### src/rtl/bus_arb_pkg.sv
// Shared types and encodings for the two-port bus arbiter.
// The mode encoding matches the bus controller's mode input.
package bus_arb_pkg;

    typedef enum logic [1:0] {
        IDLE  = 2'd0,
        ISSUE = 2'd1,
        WAIT  = 2'd2,
        RESP  = 2'd3
    } state_t;

    localparam logic PORT_IF    = 1'b0;
    localparam logic PORT_LS    = 1'b1;
    localparam logic MODE_READ  = 1'b0;
    localparam logic MODE_WRITE = 1'b1;

endpackage

### src/rtl/rr_pick2.sv
// Combinational two-way round-robin winner select.
// Port 1 can be forced to win while it holds a lock.
module rr_pick2
    import bus_arb_pkg::*;
(
    input  logic [1:0] req,
    input  logic       last,
    input  logic       force1,
    output logic       win
);

    always_comb begin
        win = PORT_IF;
        if (force1 && req[1]) begin
            win = PORT_LS;
        end else if (&req) begin
            win = ~last;
        end else if (req[1]) begin
            win = PORT_LS;
        end
    end

endmodule

### src/rtl/bus_arbiter.sv
// Round-robin arbiter sharing one bus master between instruction fetch
// (port 0) and load/store (port 1), with an optional port 1 lock.
module bus_arbiter
    import bus_arb_pkg::*;
#(
    parameter int DATA_WIDTH = 32,
    parameter int ADDR_WIDTH = 32
) (
    input  logic                  clk,
    input  logic                  rst_n,
    input  logic                  p0_req,
    input  logic                  p0_mode,
    input  logic [ADDR_WIDTH-1:0] p0_addr,
    input  logic [DATA_WIDTH-1:0] p0_wdata,
    output logic                  p0_done,
    output logic [DATA_WIDTH-1:0] p0_rdata,
    input  logic                  p1_req,
    input  logic                  p1_mode,
    input  logic [ADDR_WIDTH-1:0] p1_addr,
    input  logic [DATA_WIDTH-1:0] p1_wdata,
    output logic                  p1_done,
    output logic [DATA_WIDTH-1:0] p1_rdata,
    input  logic                  p1_lock,
    output logic                  bm_start,
    output logic                  bm_mode,
    output logic [ADDR_WIDTH-1:0] bm_addr,
    output logic [DATA_WIDTH-1:0] bm_wdata,
    input  logic                  bm_rdata_valid,
    input  logic                  bm_write_done,
    input  logic [DATA_WIDTH-1:0] bm_rdata,
    output logic                  busy
);

    state_t                state_q, state_d;
    logic                  last_q;
    logic                  lock_q;
    logic                  grant_q;
    logic                  mode_q;
    logic [ADDR_WIDTH-1:0] addr_q;
    logic [DATA_WIDTH-1:0] wdata_q;
    logic [DATA_WIDTH-1:0] rdata_q;
    logic                  win;
    logic                  any_req;
    logic                  complete;

    assign any_req = p0_req | p1_req;

    rr_pick2 u_pick (
        .req    ({p1_req, p0_req}),
        .last   (last_q),
        .force1 (lock_q),
        .win    (win)
    );

    // Only the completion matching the latched mode ends the transaction.
    assign complete = (mode_q == MODE_READ) ? bm_rdata_valid : bm_write_done;

    always_ff @(posedge clk or negedge rst_n) begin
        if (!rst_n) begin
            state_q <= IDLE;
        end else begin
            state_q <= state_d;
        end
    end

    always_comb begin
        state_d  = state_q;
        bm_start = 1'b0;
        busy     = 1'b1;
        p0_done  = 1'b0;
        p1_done  = 1'b0;
        case (state_q)
            IDLE: begin
                busy = 1'b0;
                if (any_req) state_d = ISSUE;
            end
            ISSUE: begin
                bm_start = 1'b1;
                state_d  = WAIT;
            end
            WAIT: begin
                if (complete) state_d = RESP;
            end
            RESP: begin
                p0_done = (grant_q == PORT_IF);
                p1_done = (grant_q == PORT_LS);
                state_d = IDLE;
            end
            default: state_d = IDLE;
        endcase
    end

    always_ff @(posedge clk or negedge rst_n) begin
        if (!rst_n) begin
            last_q  <= PORT_LS;
            lock_q  <= 1'b0;
            grant_q <= PORT_IF;
            mode_q  <= MODE_READ;
            addr_q  <= '0;
            wdata_q <= '0;
            rdata_q <= '0;
        end else begin
            case (state_q)
                IDLE: begin
                    // A lock is dropped as soon as port 1 stops asking.
                    if (!p1_req) lock_q <= 1'b0;
                    if (any_req) begin
                        grant_q <= win;
                        last_q  <= win;
                        mode_q  <= win ? p1_mode  : p0_mode;
                        addr_q  <= win ? p1_addr  : p0_addr;
                        wdata_q <= win ? p1_wdata : p0_wdata;
                    end
                end
                WAIT: begin
                    if (mode_q == MODE_READ && bm_rdata_valid) rdata_q <= bm_rdata;
                end
                RESP: begin
                    lock_q <= (grant_q == PORT_LS) && p1_lock;
                end
                default: ;
            endcase
        end
    end

    assign bm_mode  = mode_q;
    assign bm_addr  = addr_q;
    assign bm_wdata = wdata_q;
    assign p0_rdata = rdata_q;
    assign p1_rdata = rdata_q;

endmodule

### config.mk
export PLATFORM = sky130hd
export DESIGN_NAME = bus_arbiter
export DESIGN_NICKNAME = d
export VERILOG_FILES = /design/src/rtl/bus_arb_pkg.sv /design/src/rtl/rr_pick2.sv /design/src/rtl/bus_arbiter.sv
export SDC_FILE = /design/constraint.sdc
export NUM_CORES = 1
export LEC_CHECK = 0
export BUFFER_PORTS_ARGS = -buffer_cell sky130_fd_sc_hd__buf_4
export CAP_MARGIN = 30
export CORE_AREA = 2 2 116 118
export DETAILED_ROUTE_END_ITERATION = 7
export DIE_AREA = 0 0 118 120
export PLACE_DENSITY = 0.75
export SETUP_SLACK_MARGIN = 0.05
export SYNTH_ARGS = -nofsm -noshare
export SYNTH_HDL_FRONTEND = slang
export SYNTH_HIERARCHICAL = 1
export SYNTH_SLANG_ARGS = --single-unit
### constraint.sdc
create_clock -name clk -period 1.6 [get_ports clk]
set_input_delay 0.24 -clock clk [delete_from_list [all_inputs] [get_ports clk]]
set_output_delay 0.24 -clock clk [all_outputs]
set_load 0.005 [all_outputs]
* Word-level counts from Yosys, hierarchy flattened
Index checks and enable logic that the tools add are counted.
** Word-level totals
- Bits of input ports :: 169
- Output and inout bits :: 133
- Register bits after elaboration :: 102
- Logic and storage cells :: 44
** Operators by class
- Muxes and demuxes :: 16
- Equal/unequal tests :: 6
- Reduce and logical (&&, ||, !) cells :: 10
- Bitwise operators :: 4
** Operators by type and width (number)
- $mux 32 :: 2
- $mux 1 :: 10
- $reduce_and 2->1 :: 5
- $pmux 2 s4 :: 1
- $ne 2x2->1 const B :: 3
- $eq 2x2->1 const B :: 2
- $mux 2 :: 2
- $logic_and 1x1->1 :: 3
- $not 1->1 :: 3
- $eq 2x1->1 const B :: 1
- $logic_not 2->1 :: 1
- $pmux 1 s2 :: 1
- $reduce_bool 2->1 :: 1
- $or 1x1->1 :: 1

* Longest topological paths before layout
Gate-level depths: netlist (run 1).
- Depth after elaboration :: 4
- Gate-level depth with buffers :: 7
- Mapped depth without buffers :: 5

* Cells and area by module
The synthesis (run 1) kept the hierarchy.
** Modules (own cells, without submodules)
- bus_arbiter :: cells an instance 413, area each 4943.5 um^2, instances 1, seq. area each 2553.7 um^2
- rr_pick2 :: cells an instance 3, area each 20.0 um^2, instances 1, seq. area each 0.0 um^2

* Worst setup path before layout (run 1)
No wires, ideal clock.
- Path kind :: register to register
- Start :: register state_q[0]
- End :: register rdata_q[10], in the netlist p0_rdata[10]
- Path buffers :: 1
- Clock period less this slack :: 1.409 ns
- Cell stages (with the launch flop) :: 6
- Library setup time :: 0.125 ns
- Setup slack :: 0.191 ns
- Arrival time :: 1.284 ns
- Data required time :: 1.475 ns
- Path through :: dfrtp_1 -> inv_1 -> ha_1 -> nand3b_4 -> buf_6 -> mux2_4
** Between the ends
- Cells in the longest elaborated chain, start to end :: 2
** RTL lines
- from (decl) :: RTL line bus_arbiter.sv:34 : state_t state_q, state_d;
- from (signal assigned) :: RTL line bus_arbiter.sv:62 : state_q <= state_d;
- $eq 2x2->1 :: RTL line bus_arbiter.sv:103 : case (state_q)
- $reduce_and 2->1 (no line)
- to (signal assigned) :: RTL line bus_arbiter.sv:116 : if (mode_q == MODE_READ && bm_rdata_valid) rdata_q <= bm_rdata;
- to (decl) :: RTL line bus_arbiter.sv:41 : logic [DATA_WIDTH-1:0] rdata_q;
Every way passes these cells.
A chain may end at the register's enable or synchronous reset.

* Worst setup path in the final report (run 1)
- Start :: register state_q[0]
- End :: register rdata_q[14], in the netlist p0_rdata[14]
The elaborated chain is that of the path after synthesis.

==> results.toml, run 1 <==
[grt]
first_global_vias = 4030
grt_pass1_wl_mm = 20.2
grt_max_degree = 54
grt_overflow = 0
antenna_found_initial = 0
grt_usage = 0.178

[timing]
tightest_slew_ns = 0.290
skew_ns = 0.0100
slew_viol_final = 0
rsz0062_at_grt = "yes"
slew-limit-headroom = 0.807
fmax_ghz = 0.670
fin_crit_sh = 0.933
tns_ns = 0
min_period_ns = 1.49
setup_violations = 0
hold_violations = 0

[route]
antenna_left = 0
drt_iter0_drc = 110
firstDrtPassIters = 4
met2WireLength_mm = 6.62
dr.max_layer_used = "met4"
viasPerCell = 4.47
route.detailed.wl_per_inst_um = 14.7
drc_errors = 0
vias = 3908
dr_wl_met3_um = 863
wl_met1_mm = 5.24
routed_wl_mm = 12.9

[cells_and_area]
postLayoutCoreUtil = 0.584
antenna_cells_inserted = 0
drive_gt1_frac = 0.547
nNetsFinal = 867
design_area_um2 = 7580
area_delta_synth_final_pct = 52.7

[floorplanning]
die_w_um = 118
core-area_um2 = 13000
row_count = 42
die_area_um2 = 14200
start_util = 0.382
ioPinCount = 302
die_h_um = 120

[cts]
h-tree-depth = 3
cts_buffers = 9
clock-root-buffer = "clkbuf_16"
cts.sinks = 102
cts_buffer_depth = 2
clk_latency_ns = 0.34
clkSlewWorstSetupHoldPaths_ns = 0.07
cts_tree = "yes"

[synthesis]
synth_top_area_frac = 0.509
synth_edf_count = 0
ys_seq_area_frac = 0.514
syn_avg_cell_area_um2 = 11.9
synth_area_um2 = 4960
synth_ff_type = "dfrtp_1"
ys_ff_latch = 102
yosys.cell_types.count = 28
synth_top_area_cell = "dfrtp_1"
syn_inst = 416
synthesis.nets = 590
async_reset_ff_frac = 1.00
synth_area_leaders = "dfrtp_1 (51%), mux2i_1 (13%), mux2_4 (9.1%)"
ys_warn_count = 6

[placed_design]
dp.final_hpwl_mm = 9.94
gp_congestion = 0.805
placed_area_um2 = 7210
io_buffers = 301

[setup_path]
path_max_fanout = 10
critPathRequiredTime_ns = 1.82
r2r_slack_ns = 0.11
ff2ff_path_depth = 5
crit_start = "state_q[0]"
crit_path_top_delay_cell = "dfrtp_1"
crit_arrival_ns = 1.71
cp_cell_sequence = "inv_1, ha_2, nand3b_4, buf_4, mux2_4"
r2r_end = "p0_rdata[14]"
path_class = "register to register"
startpoint_type = "register"
r2r_start = "state_q[0]"
max_stage_delay_ns = 0.39
crit_path_end = "p0_rdata[14]"
end_kind = "register"

[power_and_ir_drop]
power.density_nw_per_um2 = 1740
power_leakage_nw = 4.01
ir_worst_vdd_mv = 0.721

[hold_path]
hp-class = "input port to register"

[status]
status = "completed"

[job]
cap_violations = 0
-- timing repair --
| item | in CTS | in global routing |
|---|---|---|
| pin swaps | 0 | 2 |
| setup endpoints to repair | 2 | 28 |
| hold endpoints to repair | 18 | 0 |
| buffers inserted | 0 | 2 |
| hold buffers | 1 | 0 |
| gates cloned | 0 | 1 |
| gates resized for setup | 2 | 8 |
-- sequential cells by signal (all words and copies together) (netlist names) --
| name | cells |
|---|---|
| bm_mode | 1 |
| bm_wdata | 32 |
| bm_addr | 32 |
| state_q | 2 |
| lock_q | 1 |
| p0_rdata | 32 |
| grant_q | 1 |
| last_q | 1 |
-- worst max-delay path, delay by kind of cell, from the launching register on --
kind	cells	cell delay, ns
flip-flops	1	0.39
buffers and inverters	2	0.33
multiplexers	1	0.31
adder cells (fa/ha/maj)	1	0.24
AND/OR/NAND/NOR	1	0.10
-- final cells by class --
class	count	area [um2]
inverters	6	22.5
fillers	1099	5400
clock inverters	4	30.0
flip-flops and latches	102	2550
well taps	176	220
clock buffers	12	256
repair buffers	323	2550
multi-input cells	251	1940
-- routing by layer --
metal	global-route usage	vias to the layer above
li1	-	1936
met4	0.0527	0
met3	0.0428	14
met5	0	-
met2	0.320	173
met1	0.210	1785
-- report_power, final --
group	total (mW)	switching (mW)	internal (mW)
combinational	6.32	2.45	3.87
sequential	4.76	0.884	3.88
clock	2.09	0.943	1.15
total	13.2	4.27	8.89
-- Yosys cell counts, types with 2 or more instances --
cell type,number
buf_2,2
buf_4,33
buf_6,16
clkbuf_1,2
clkbuf_2,3
dfrtp_1,101
ha_1,5
inv_1,6
mux2_2,3
mux2_4,30
mux2i_1,66
nand2_1,69
nand3_1,2
o21ai_0,25
o21ai_1,40
-- worst min-delay path by stage --
stage | start | endpoint | slack, ns | depth (start not counted)
after global placement | rst_n | p0_rdata[6] | 0.14 | 1
after CTS | bm_rdata[29] | p0_rdata[29] | 0.12 | 2
final | bm_rdata[29] | p0_rdata[29] | 0.13 | 2
after detailed placement | rst_n | p0_rdata[1] | 0.14 | 1
after global routing | bm_rdata[29] | p0_rdata[29] | 0.12 | 2
after floorplan | rst_n | bm_addr[0] | -0.06 | 0
-- kinds of logic after synthesis --
logic type,share of synthesized area
compound gates,0.0792
fa+ha+maj,0.0126
buf+inv,0.100
flops,0.514
mux,0.231
simple gates,0.0628
-- metrics by stage --
stage               power [mW]  worst slack [ns]  hold WS, ns  cells
detailed placement        11.1            0.0856        0.143    854
CTS                       13.2            0.0336        0.121    871
floorplan                 8.09             0.191      -0.0556    416
finish                    13.2             0.107        0.133    874
global placement          10.9             0.119        0.140    854
global route              14.1            0.0384        0.121    874
-- placed cells by master (no fill, tap or decap), types with 2 or more instances in the layout --
| cell type | n |
|---|---|
| buf_6 | 2 |
| clkbuf_16 | 10 |
| o21ai_1 | 40 |
| clkbuf_8 | 2 |
| o21ai_0 | 25 |
| nand2_1 | 69 |
| buf_4 | 311 |
| buf_12 | 8 |
| inv_1 | 4 |
| nand3_1 | 2 |
| mux2i_1 | 66 |
| ha_1 | 3 |
| inv_2 | 2 |
| dfrtp_1 | 100 |
| mux2_2 | 3 |
| mux2_4 | 30 |
No activity file was read; power rests on OpenSTA's default activity.
==> inputs of run 2 (changes only) <==
Clock period 1.6 ns to 1.83 ns, I/O delays scaled along.
==> run 2 against run 1 <==
Against the previous run:
- non-clock buffer count decreased by 6
- worst hold slack improved by 0.022 ns
- fmax is 8.1% lower
- total power is 8.5% lower
==> results.toml, run 2 (synthesis gave the netlist of run 1 again) <==
[timing]
setup_violations = 0
slew-limit-headroom = 0.762
slew_viol_final = 0
rsz0062_at_grt = "no"
hold_violations = 0
fin_crit_sh = 0.888
fmax_ghz = 0.615
tightest_slew_ns = 0.357
tns_ns = 0
skew_ns = 0.00364
min_period_ns = 1.63

[cts]
clk_latency_ns = 0.34
cts_buffer_depth = 2
h-tree-depth = 3
cts.sinks = 102
cts_buffers = 9
clkSlewWorstSetupHoldPaths_ns = 0.07
cts_tree = "yes"
ctsResizeCount = 0
clock-root-buffer = "clkbuf_16"

[grt]
grt_pass1_wl_mm = 20.3
first_global_vias = 4055
grt_max_degree = 67
antenna_found_initial = 0
grt_usage = 0.182
grt_overflow = 0

[floorplanning]
ioPinCount = 302
start_util = 0.382
die_w_um = 118
die_h_um = 120
core-area_um2 = 13000
die_area_um2 = 14200
row_count = 42

[placed_design]
dp.final_hpwl_mm = 10.2
placed_area_um2 = 7130
gp_congestion = 0.820
io_buffers = 301

[setup_path]
path_class = "register to register"
startpoint_type = "register"
end_kind = "register"
crit_arrival_ns = 1.85
path_max_fanout = 9
critPathRequiredTime_ns = 2.06

[power_and_ir_drop]
ir_worst_vdd_mv = 0.620
power.density_nw_per_um2 = 1590
power_leakage_nw = 4.02

[status]
status = "completed"

[cells_and_area]
final_common_cell = "buf_4"
drive_gt1_frac = 0.535
layout_common_cells = "buf_4 (309), dfrtp_1 (101), nand2_1 (69)"
area_delta_synth_final_pct = 52.7
antenna_cells_inserted = 0
design_area_um2 = 7580
nNetsFinal = 861

[route]
firstDrtPassIters = 4
viasPerCell = 4.61
routed_wl_mm = 13.1
route.detailed.wl_per_inst_um = 15.1
drt_iter0_drc = 150
antenna_left = 0
drc_errors = 0
vias = 4000

[job]
cap_violations = 0

[hold_path]
hp-class = "input port to register"
==> run 2: cell count changes in the layout (fill, tap and decap cells not counted), sizes merged <==
cell,delta
clkbuf,-4
inv,+1
buf,-5
clkinv,-2
clkinvlp,-1
bufinv,+5
==> run 2: worst max-delay path, stage by stage (launching register included) <==
cell,delay (ns)
dfrtp_1,0.43
inv_1,0.13
ha_1,0.26
nand3b_4,0.19
buf_4,0.21
mux2_4,0.29
==> run 2: area by class of cell <==
class	instances	area, um2
inverters	6	22.5
clock buffers	9	225
fillers	1061	5400
clock inverters	7	168
multi-input cells	251	1920
well taps	176	220
repair buffers	317	2470
flip-flops and latches	102	2550
==> run 2: final timing paths <==
path	slack (ns)	endpoint	cells past startpoint	startpoint
hold / removal	0.16	p0_rdata[30]	2	bm_rdata[30]
setup / recovery	0.20	p0_rdata[6]	5	state_q[0]
min in group asynchronous	0.40	bm_wdata[27]	2	rst_n
hold reg to reg	0.48	bm_addr[19]	2	bm_addr[19]
max in group asynchronous	0.78	bm_addr[23]	3	rst_n
setup reg to reg	0.20	p0_rdata[6]	5	state_q[0]
==> run 2: layer usage <==
metal | vias up | share of wire | global-route usage
met2 | 181 | 0.53 | 0.327
li1 | 1932 | - | -
met4 | 0 | 0.020 | 0.0738
met3 | 18 | 0.069 | 0.0447
met5 | - | 0 | 0
met1 | 1869 | 0.38 | 0.206
==> run 2: report_power, final <==
part	leakage (nW)	switching, mW	internal, mW
clock network	0.191	0.849	1.62
logic	2.59	2.12	3.29
registers	1.24	0.786	3.39
total	4.02	3.75	8.30
==> run 2: timing repair <==
item | in CTS | in global routing
endpoints found under the hold margin | 25 | 0
setup endpoints to repair | 0 | 22
buffers inserted | 0 | 6
hold buffers | 1 | 0
==> run 2: per-stage QoR <==
stage | setup slack, ns | cells | hold WS (ns) | total power, mW | util
6_report | 0.204 | 868 | 0.155 | 12.1 | 0.584
5_1_grt | 0.121 | 868 | 0.136 | 12.8 | 0.584
4_1_cts | 0.0689 | 862 | 0.140 | 12.2 | 0.580
3_5_place_dp | 0.0840 | 845 | 0.215 | 9.65 | 0.549
3_3_place_gp | 0.162 | 845 | 0.204 | 9.44 | 0.549
2_1_floorplan | 0.421 | 416 | -0.0211 | 7.07 | -
